### src/rtl/y86_pkg.sv
// rtl/y86_pkg.sv - Y86-64 icode/status constants, fetch states and length decode
package y86_pkg;

  localparam logic [3:0] I_HALT   = 4'h0;
  localparam logic [3:0] I_NOP    = 4'h1;
  localparam logic [3:0] I_RRMOVQ = 4'h2;
  localparam logic [3:0] I_IRMOVQ = 4'h3;
  localparam logic [3:0] I_RMMOVQ = 4'h4;
  localparam logic [3:0] I_MRMOVQ = 4'h5;
  localparam logic [3:0] I_OPQ    = 4'h6;
  localparam logic [3:0] I_JXX    = 4'h7;
  localparam logic [3:0] I_CALL   = 4'h8;
  localparam logic [3:0] I_RET    = 4'h9;
  localparam logic [3:0] I_PUSHQ  = 4'hA;
  localparam logic [3:0] I_POPQ   = 4'hB;

  localparam logic [1:0] STAT_INS = 2'd0;
  localparam logic [1:0] STAT_AOK = 2'd1;
  localparam logic [1:0] STAT_HLT = 2'd2;
  localparam logic [1:0] STAT_ADR = 2'd3;

  localparam logic [3:0] RNONE = 4'hF;

  typedef enum logic [1:0] {S_SEL, S_REQ, S_OUT, S_HALT} fetch_state_e;

  // Instruction length in bytes; 0 marks an invalid icode.
  function automatic logic [3:0] insn_len(input logic [3:0] icode);
    case (icode)
      I_HALT, I_NOP, I_RET:             insn_len = 4'd1;
      I_RRMOVQ, I_OPQ, I_PUSHQ, I_POPQ: insn_len = 4'd2;
      I_JXX, I_CALL:                    insn_len = 4'd9;
      I_IRMOVQ, I_RMMOVQ, I_MRMOVQ:     insn_len = 4'd10;
      default:                          insn_len = 4'd0;
    endcase
  endfunction

endpackage

### src/rtl/y86_insn_align.sv
// rtl/y86_insn_align.sv - splits fetched bytes 1..9 into rA/rB/valC, computes valP and predicted PC
module y86_insn_align
  import y86_pkg::*;
#(
  parameter int ADDR_W  = 64,
  parameter int MAX_LEN = 10
) (
  input  logic [(MAX_LEN-1)*8-1:0] insn_tail,
  input  logic [3:0]               icode,
  input  logic [3:0]               nbytes,
  input  logic [ADDR_W-1:0]        pc,
  output logic [3:0]               ra,
  output logic [3:0]               rb,
  output logic [63:0]              valc,
  output logic [ADDR_W-1:0]        valp,
  output logic [ADDR_W-1:0]        pc_predict
);

  logic [3:0] len;

  // Fields only appear once every byte that carries them has arrived.
  always_comb begin
    len  = insn_len(icode);
    ra   = RNONE;
    rb   = RNONE;
    valc = '0;
    if ((len == 4'd2 || len == 4'd10) && nbytes >= 4'd2) begin
      ra = insn_tail[7:4];
      rb = insn_tail[3:0];
    end
    if (nbytes == len && len == 4'd9)       valc = insn_tail[63:0];
    else if (nbytes == len && len == 4'd10) valc = insn_tail[71:8];
    valp       = pc + ADDR_W'(len);
    pc_predict = (icode == I_JXX || icode == I_CALL) ? valc[ADDR_W-1:0] : valp;
  end

endmodule

### src/rtl/y86_fetch_unit.sv
// rtl/y86_fetch_unit.sv - Y86-64 fetch stage: PC select, byte-serial imem read, decode handoff
module y86_fetch_unit
  import y86_pkg::*;
#(
  parameter int ADDR_W  = 64,
  parameter int MAX_LEN = 10
) (
  input  logic              clk,
  input  logic              reset,
  input  logic [ADDR_W-1:0] F_predPC,
  input  logic [3:0]        M_icode,
  input  logic              M_Cnd,
  input  logic [ADDR_W-1:0] M_valA,
  input  logic [3:0]        W_icode,
  input  logic [ADDR_W-1:0] W_valM,
  input  logic              ret_pending,
  output logic              imem_req,
  output logic [ADDR_W-1:0] imem_addr,
  input  logic              imem_ack,
  input  logic [7:0]        imem_rdata,
  input  logic              imem_err,
  output logic              out_valid,
  input  logic              out_ready,
  output logic [3:0]        f_icode,
  output logic [3:0]        f_ifun,
  output logic [3:0]        f_rA,
  output logic [3:0]        f_rB,
  output logic [63:0]       f_valC,
  output logic [ADDR_W-1:0] f_valP,
  output logic [ADDR_W-1:0] f_PC_PREDICT,
  output logic [1:0]        f_stat,
  output logic              f_busy
);

  fetch_state_e              state_q, state_d;
  logic [ADDR_W-1:0]         pc_q, pc_d;
  logic [3:0]                k_q, k_d;
  logic [(MAX_LEN-1)*8-1:0]  tail_q, tail_d;
  logic [3:0]                icode_q, icode_d, ifun_q, ifun_d;
  logic [3:0]                ra_q, ra_d, rb_q, rb_d;
  logic [63:0]               valc_q, valc_d;
  logic [ADDR_W-1:0]         valp_q, valp_d, pred_q, pred_d;
  logic [1:0]                stat_q, stat_d;
  logic [3:0]                cur_icode, cur_len;
  logic                      done;
  logic [3:0]                al_ra, al_rb;
  logic [63:0]               al_valc;
  logic [ADDR_W-1:0]         al_valp, al_pred;

  // Aligner sees the buffer including the byte landing this cycle.
  y86_insn_align #(.ADDR_W(ADDR_W), .MAX_LEN(MAX_LEN)) u_align (
    .insn_tail  (tail_d),
    .icode      (icode_d),
    .nbytes     (k_d),
    .pc         (pc_q),
    .ra         (al_ra),
    .rb         (al_rb),
    .valc       (al_valc),
    .valp       (al_valp),
    .pc_predict (al_pred)
  );

  always_comb begin
    pc_d    = pc_q;
    k_d     = k_q;
    tail_d  = tail_q;
    icode_d = icode_q;
    ifun_d  = ifun_q;
    if (state_q == S_SEL && !ret_pending) begin
      if (M_icode == I_JXX && !M_Cnd) pc_d = M_valA;
      else if (W_icode == I_RET)      pc_d = W_valM;
      else                            pc_d = F_predPC;
      k_d     = '0;
      tail_d  = '0;
      icode_d = I_HALT;
      ifun_d  = '0;
    end else if (state_q == S_REQ && imem_ack && !imem_err) begin
      k_d = k_q + 4'd1;
      if (k_q == 4'd0) begin
        icode_d = imem_rdata[7:4];
        ifun_d  = imem_rdata[3:0];
      end else begin
        tail_d[8*(int'(k_q)-1) +: 8] = imem_rdata;
      end
    end
  end

  always_comb begin
    state_d   = state_q;
    stat_d    = stat_q;
    ra_d      = ra_q;
    rb_d      = rb_q;
    valc_d    = valc_q;
    valp_d    = valp_q;
    pred_d    = pred_q;
    done      = 1'b0;
    cur_icode = (k_q == 4'd0) ? imem_rdata[7:4] : icode_q;
    cur_len   = insn_len(cur_icode);
    case (state_q)
      S_SEL: if (!ret_pending) state_d = S_REQ;
      S_REQ: if (imem_ack) begin
        done = 1'b1;
        if (imem_err)                stat_d = STAT_ADR;
        else if (cur_len == 4'd0)    stat_d = STAT_INS;
        else if (k_d == cur_len)     stat_d = (cur_icode == I_HALT) ? STAT_HLT : STAT_AOK;
        else                         done   = 1'b0;
      end
      S_OUT: if (out_ready) state_d = (stat_q == STAT_AOK) ? S_SEL : S_HALT;
      default: ;
    endcase
    if (done) begin
      state_d = S_OUT;
      ra_d    = al_ra;
      rb_d    = al_rb;
      valc_d  = al_valc;
      valp_d  = al_valp;
      pred_d  = al_pred;
    end
  end

  always_ff @(posedge clk) begin
    if (reset) begin
      state_q <= S_SEL;
      pc_q    <= '0;
      k_q     <= '0;
      tail_q  <= '0;
      icode_q <= '0;
      ifun_q  <= '0;
      ra_q    <= RNONE;
      rb_q    <= RNONE;
      valc_q  <= '0;
      valp_q  <= '0;
      pred_q  <= '0;
      stat_q  <= STAT_AOK;
    end else begin
      state_q <= state_d;
      pc_q    <= pc_d;
      k_q     <= k_d;
      tail_q  <= tail_d;
      icode_q <= icode_d;
      ifun_q  <= ifun_d;
      ra_q    <= ra_d;
      rb_q    <= rb_d;
      valc_q  <= valc_d;
      valp_q  <= valp_d;
      pred_q  <= pred_d;
      stat_q  <= stat_d;
    end
  end

  assign imem_req     = (state_q == S_REQ);
  assign imem_addr    = pc_q + ADDR_W'(k_q);
  assign out_valid    = (state_q == S_OUT);
  assign f_busy       = (state_q != S_OUT);
  assign f_icode      = icode_q;
  assign f_ifun       = ifun_q;
  assign f_rA         = ra_q;
  assign f_rB         = rb_q;
  assign f_valC       = valc_q;
  assign f_valP       = valp_q;
  assign f_PC_PREDICT = pred_q;
  assign f_stat       = stat_q;

endmodule

### config.mk
export PLATFORM = sky130hd
export DESIGN_NAME = y86_fetch_unit
export DESIGN_NICKNAME = d
export VERILOG_FILES = /design/src/rtl/y86_pkg.sv /design/src/rtl/y86_insn_align.sv /design/src/rtl/y86_fetch_unit.sv
export SDC_FILE = /design/constraint.sdc
export NUM_CORES = 1
export LEC_CHECK = 0
export ABC_AREA = 1
export CAP_MARGIN = 40
export CELL_PAD_IN_SITES_DETAIL_PLACEMENT = 2
export CELL_PAD_IN_SITES_GLOBAL_PLACEMENT = 2
export CORE_AREA = 4 4 252 254
export DETAILED_ROUTE_END_ITERATION = 10
export DIE_AREA = 0 0 256 258
export DONT_BUFFER_PORTS = 1
export GPL_TIMING_DRIVEN = 1
export PLACE_DENSITY_LB_ADDON = 0.08
export SLEW_MARGIN = 20
export SYNTH_ARGS = -nofsm -noshare
export SYNTH_HDL_FRONTEND = slang
export SYNTH_SLANG_ARGS = --single-unit
### constraint.sdc
create_clock -name clk -period 5.4 [get_ports clk]
set_input_delay 0.27 -clock clk [delete_from_list [all_inputs] [get_ports clk]]
set_output_delay 0.27 -clock clk [all_outputs]
set_load 0.02 [all_outputs]
# Word-level counts from Yosys, hierarchy flattened
# Memories as Yosys holds them, arrays and structs flattened.
# Index checks and enable logic that the tools add are counted.
[op_classes] n_shift=2 order_cmp=1 n_addsub=5 n_mux=30 eq_ne=17 reduce_logical=25
[op_table] cell="64-bit two-way mux" count=5
[op_table] cell="72-bit two-way mux" count=3
[op_table] cell="64-bit by 4-bit adder with 64-bit output" count=2
[op_table] cell="72-bit bitwise mux" count=1
[op_table] cell="8-bit by 33-bit variable shift with 72-bit output, first input constant" count=1
[op_table] cell="8-bit by 33-bit variable part select with 72-bit output" count=1
[op_table] cell="8-bit negation with 33-bit output" count=1
[op_table] cell="4-bit two-way mux" count=7
[op_table] cell="4-bit == test, second input constant" count=4
[op_table] cell="2-bit two-way mux" count=8
[op_table] cell="4-bit logical NOT" count=3
[op_table] cell="3-bit AND reduction" count=3
[op_table] cell="4-bit by 3-bit == test with 1-bit output, second input constant" count=2
[op_table] cell="4-bit == test" count=2
[op_table] cell="1-bit logical AND" count=7
[op_table] cell="3-bit nonzero test" count=2
[op_table] cell="1-bit two-way mux" count=5
[op_table] cell="4-bit by 1-bit subtractor with 5-bit output, second input constant" count=1
[op_table] cell="4-bit by 1-bit adder with 4-bit output, second input constant" count=1
[op_table] cell="2-bit by 1-bit == test with 1-bit output, second input constant" count=2
[op_table] cell="4-bit by 2-bit == test with 1-bit output, second input constant" count=1
[op_table] cell="4-bit by 2-bit >= comparator with 1-bit output, second input constant" count=1
[op_table] cell="2-bit != test, second input constant" count=2
[op_table] cell="2-bit one-hot mux with 2 select lines" count=1
[op_table] cell="other kinds (10)" count=14
[totals] out_inout_bits=277 in_bits=215 rom_bits=96 memories=2 reg_bits=352 elab_cells=95
[mem_list] name="(no name shown)" words=16 word_bits=3 read_ports=1 rd_clocked_by_memory_dff=0 wr=0 line="y86_pkg.sv:28" rtl="case (icode)"
[mem_list] name="(no name shown)" words=16 word_bits=3 read_ports=1 rd_clocked_by_memory_dff=0 wr=0 line="y86_pkg.sv:28"

# Longest topological paths before layout
[depth] word_depth=13 depth_mapped=27 depth_no_buf=26

# Hierarchy
# From an unflattened synthesis, not the netlist that was laid out.
[unflattened] cells_unflattened=3605 area_unflattened_um2=22876.9
[modules_own_cells] module="y86_fetch_unit" cells_per_inst=2727 instances=1 area_per_inst_um2=18756.7 seq_area_each_um2=7046.8
[modules_own_cells] module="y86_insn_align" cells_per_inst=878 instances=1 area_per_inst_um2=4120.2 seq_area_each_um2=0.0

# Worst setup path before layout
# No wires, ideal clock.
[synth_timing] path_type="register to register" startpoint="register k_q[0]" endpoint="register pred_q[43] (netlist: f_PC_PREDICT[43])" t_arrival_ns=3.657 path_stages_with_launch=26 required_ns=5.330 n_path_buf=0 synth_period_minus_slack_ns=3.727 setup_time_ns=0.070 slack_ns=1.673 cell_sequence="dfxtp_1 > inv_1 > ha_1 > nand2_2 > nand2_1 > nand2_1 > a21oi_2 > nor2_1 > nand2_4 > nand3_2 > inv_1 > ha_1 > a21oi_1 > nor2_1 > nand2_1 > a21oi_1 > nand2_1 > nor2_1 > nand2_1 > nor3_1 > nand2_1 > nand2_1 > nand2_1 > nor2_1 > nor2_1 > a21oi_1"
[synth_via] elab_chain_cells=10 word_cells_on_any_way=36 classes_between="add/sub (4); eq/ne (6); shift (2); mux (17); reduce/logical (5); memory (2)"
[synth_rtl] item="start: declaration" line="y86_fetch_unit.sv:37" rtl="logic [3:0] k_q, k_d;"
[synth_rtl] item="start signal: assignment" line="y86_fetch_unit.sv:138" rtl="k_q <= k_d;"
[synth_rtl] item="4-bit by 1-bit subtractor with 5-bit output or 4-bit logical NOT (tied branches)" line="y86_fetch_unit.sv:83, y86_fetch_unit.sv:79, y86_fetch_unit.sv:97"
[synth_rtl] item="8-bit negation with 33-bit output or 4-bit two-way mux (tied branches)" line="y86_fetch_unit.sv:83, y86_fetch_unit.sv:79, y86_fetch_unit.sv:97"
[synth_rtl] item="8-bit by 33-bit variable part select with 72-bit output (tied with other cells)" line="y86_fetch_unit.sv:83" rtl="tail_d[8*(int'(k_q)-1) +: 8] = imem_rdata;"
[synth_rtl] item="72-bit bitwise mux or 4-bit two-way mux (tied branches)" line="y86_fetch_unit.sv:83, y86_fetch_unit.sv:69"
[synth_rtl] item="72-bit two-way mux or memory read 16 x 3 bit (tied branches)"
[synth_rtl] item="72-bit two-way mux (tied with other cells)" line="y86_fetch_unit.sv:77" rtl="end else if (state_q == S_REQ && imem_ack && !imem_err) begin"
[synth_rtl] item="72-bit two-way mux or 1-bit logical AND (tied branches)" line="y86_fetch_unit.sv:69, y86_insn_align.sv:32"
[synth_rtl] item="64-bit two-way mux" line="y86_insn_align.sv:32" rtl="else if (nbytes == len && len == 4'd10) valc = insn_tail[71:8];"
[synth_rtl] item="64-bit two-way mux" line="y86_insn_align.sv:31" rtl="if (nbytes == len && len == 4'd9) valc = insn_tail[63:0];"
[synth_rtl] item="64-bit two-way mux" line="y86_insn_align.sv:34" rtl="pc_predict = (icode == I_JXX || icode == I_CALL) ? valc[ADDR_W-1:0] : valp;"
[synth_rtl] item="end signal: assignment" line="y86_fetch_unit.sv:146" rtl="pred_q <= pred_d;"
[synth_rtl] item="end: declaration" line="y86_fetch_unit.sv:42" rtl="logic [ADDR_W-1:0] valp_q, valp_d, pred_q, pred_d;"
# Several ways; a longest one is shown, not always the timed one.
# A chain may end at the register's enable or synchronous reset.

# Final worst setup path
[layout_timing] startpoint="register k_q[0]" endpoint="output imem_addr[50]"
[layout_via] elab_chain_cells=1
[layout_rtl] item="64-bit by 4-bit adder with 64-bit output" line="y86_fetch_unit.sv:152" rtl="assign imem_addr = pc_q + ADDR_W'(k_q);"
[layout_rtl] item="end: declaration" line="y86_fetch_unit.sv:18" rtl="output logic [ADDR_W-1:0] imem_addr,"
# No other way between the ends.

==> flow_summary.json <==
{
  "synthCells": 3251,
  "die_y_um": 258,
  "clockRootBuffer": "clkbuf_16",
  "core_area_um2": 61300,
  "design_area_um2": 23900,
  "fin_crit_sh_pct": 91.1,
  "syn_area_um2": 20700,
  "async_reset_ff_share_pct": 0,
  "min_path_type": "in2reg",
  "power_leakage_nw": 10.5,
  "wl_mm": 115,
  "wl_met1_mm": 48.7,
  "maxSlewHeadroom_pct": 1.66,
  "drt_iter0_drc": 1531,
  "power_density_nw_per_um2": 317,
  "cts.sinks": 352,
  "setup_tns_ps": 0,
  "rsz0062_at_grt": "no",
  "startpoint_type": "register",
  "cts.htree.levels": 2,
  "final_nets": 3486,
  "syn_area_per_cell_um2": 6.38,
  "max_freq_ghz": 0.203,
  "yosys.area.top_type": "dfxtp_1",
  "placed_area_um2": 21500,
  "worst-path-max-fanout": 9,
  "n_fill_cell": 7402,
  "via_per_inst": 5.53,
  "dr_wl_met3_mm": 6.58,
  "cts_buffers": 45,
  "synthTopCellsByArea": "dfxtp_1 (34%), nand2_1 (14%), nor2_1 (11%)",
  "grt_max_degree": 203,
  "fin_worst_skew_ps": 18.8,
  "worstPathArrival_ps": 4650,
  "ios": 492,
  "grt_overflow_total": 0,
  "synth.distinct_cells": 44,
  "max-clock-path-buffers": 3,
  "fp.dieArea_um2": 66000,
  "ir_drop_v": 0.000201,
  "worst_pin_slew_ps": 1480,
  "whs_ps": 23.2,
  "layout-drive-gt1-share_pct": 5.38,
  "layout_min_cycle_time_ps": 4920,
  "required_ps": 5130,
  "clkTransAtPathRegs_ps": 60,
  "antenna_left": 0,
  "place_congestion": 0.969,
  "clkLatencyLatePin_ps": 600,
  "setup_viol": 0,
  "grtUsageTotal_pct": 33.4,
  "rows": 91,
  "grt_pass1_wl_mm": 166,
  "remaining_drc_errors": 0,
  "syn_nets": 3483,
  "maxSlewViolCount": 0,
  "multi_input_area_um2": 11500,
  "cap_viol_max_count": 0,
  "top_layer_used": "met5",
  "drt-pass1-iter-count": 5,
  "drt-wirelength-per-cell_um": 28.2,
  "status": "complete, no violations",
  "synth_edf_count": 0,
  "ff_latch_area_um2": 7050,
  "antenna_found_initial": 6,
  "seq_area_frac_synth_pct": 34.0,
  "place.detailed.hpwl_mm": 88.6,
  "initial_utilization_pct": 33.9,
  "dr_wl_met2_mm": 55.8,
  "dr_total_vias": 22500,
  "fp.dieW_um": 256,
  "cts_tree": "yes",
  "yosys_warnings": 0,
  "path_class": "reg2out",
  "synth-seq-cells": 352,
  "synth_top_area_share_pct": 34.0,
  "port_buffers": 0,
  "endpoint_kind": "output pin",
  "synth_flop_cell": "dfxtp_1",
  "syn2layout_area_growth_pct": 15.2,
  "hold_viol": 0,
  "grt_pass1_vias": 24200
}
[power breakdown]
group	switching, mW	total [mW]	internal, mW	leakage [nW]
Combinational	0.977	1.35	0.368	6.93
Clock	1.31	3.13	1.82	0.746
Sequential	0.341	3.10	2.76	2.86
Total	2.62	7.57	4.95	10.5
[per-layer routing]
layer / track usage [%] / up-vias
met4: 10.6 / 2
met5: 0 / -
met1: 41.8 / 11400
met2: 58.4 / 664
li1: - / 10400
met3: 5.98 / 153
[cell type report]
type | instances | area share (%)
Sequential cell | 352 | 29.5
Multi-Input combinational cell | 2347 | 48.3
Clock buffer | 66 | 5.63
Clock inverter | 15 | 0.660
Tap cell | 790 | 4.14
Inverter | 368 | 5.83
Antenna cell | 2 | 0.0209
Timing Repair Buffer | 140 | 5.94
[placed cells by master, fill, tap and decap left out, drive strengths merged]
| cell | Yosys | routed |
|---|---|---|
| a211oi | 4 | 4 |
| a21oi | 165 | 165 |
| and2 | 1 | 1 |
| and3 | 1 | 1 |
| buf | 104 | 51 |
| bufinv | 0 | 2 |
| clkbuf | 80 | 66 |
| clkinv | 3 | 15 |
| clkinvlp | 0 | 1 |
| dfxtp | 352 | 352 |
| diode | 0 | 2 |
| dlygate4sd3 | 0 | 89 |
| fa | 2 | 2 |
| ha | 15 | 15 |
| inv | 365 | 365 |
| mux2i | 64 | 64 |
| nand2 | 782 | 782 |
| nand2b | 1 | 1 |
| nand3 | 252 | 252 |
| nand3b | 3 | 3 |
| nand4 | 59 | 59 |
| nor2 | 598 | 598 |
| nor3 | 55 | 55 |
| nor3b | 1 | 1 |
| nor4 | 6 | 6 |
| o211ai | 71 | 71 |
| o21a | 6 | 6 |
| o21ai | 75 | 75 |
| o22ai | 54 | 54 |
| or2 | 6 | 6 |
| xnor2 | 4 | 4 |
| xor2 | 122 | 122 |
[worst max-delay path, cell delays in order, from the launching register on]
cell      delay [ps]
dfxtp_1          510
ha_1             320
inv_1             80
fa_1             420
nor2_1           130
a211oi_1         100
nor2_1           270
inv_1            130
nor2_1           290
nand2_1          210
nor3_1           500
nand3_1          380
nor2_1           250
xor2_1           460
[logic make-up (layout without fill, tap and decap cells)]
logic type,count (synthesis),in the layout,share of synthesized area (%)
other,0,2,0
xor gates and xnor gates,126,126,5.32
AOI/OAI and AO/OA,375,375,10.4
muxes,64,64,3.09
and+or+nand+nor,1765,1765,35.4
buffers and inverters,552,589,10.7
DFF,352,352,34.0
adders and majority gates,17,17,1.10
[cells in the mapped netlist, types with 24 or more instances]
cell type	instances
mux2i_1	64
inv_1	354
nand4_1	57
o21ai_0	64
nor2_1	588
buf_2	69
o22ai_1	54
o211ai_1	71
nand2_1	773
buf_1	24
dfxtp_1	352
nor3_1	55
nand3_1	247
clkbuf_1	80
xor2_1	122
a21oi_1	162
[per-stage QoR]
step	worst slack (ps)	total power [mW]	util (%)	std cells
4_1_cts	401	7.62	39.0	4077
6_report	481	7.57	39.0	4080
5_1_grt	93.1	7.88	39.0	4080
2_1_floorplan	1670	3.88	-	3251
3_3_place_gp	582	4.33	34.9	3901
3_5_place_dp	426	4.39	35.0	3906
[final timing paths]
check	start	end	slack (ps)	cells past startpoint
hold reg to reg	tail_q[62]	tail_q[62]	490	2
setup reg to reg	k_q[1]	f_PC_PREDICT[50]	500	24
hold / removal	W_valM[32]	pc_q[32]	20	4
setup / recovery	k_q[0]	imem_addr[50]	480	13
[registers in the layout, summed over array words and instances (netlist names), 4 cells and up]
name and count:
f_rB 4, k_q 4, tail_q 72, f_icode 4
f_valC 64, f_PC_PREDICT 64, f_valP 64, f_rA 4
pc_q 64, f_ifun 4
[repair_timing]
action	in CTS	in global routing
setup buffers	0	0
setup endpoints to repair	0	3
hold endpoints to repair	209	0
resized for setup	0	2
hold buffers	90	0
No activity file was read; power rests on OpenSTA's default activity.
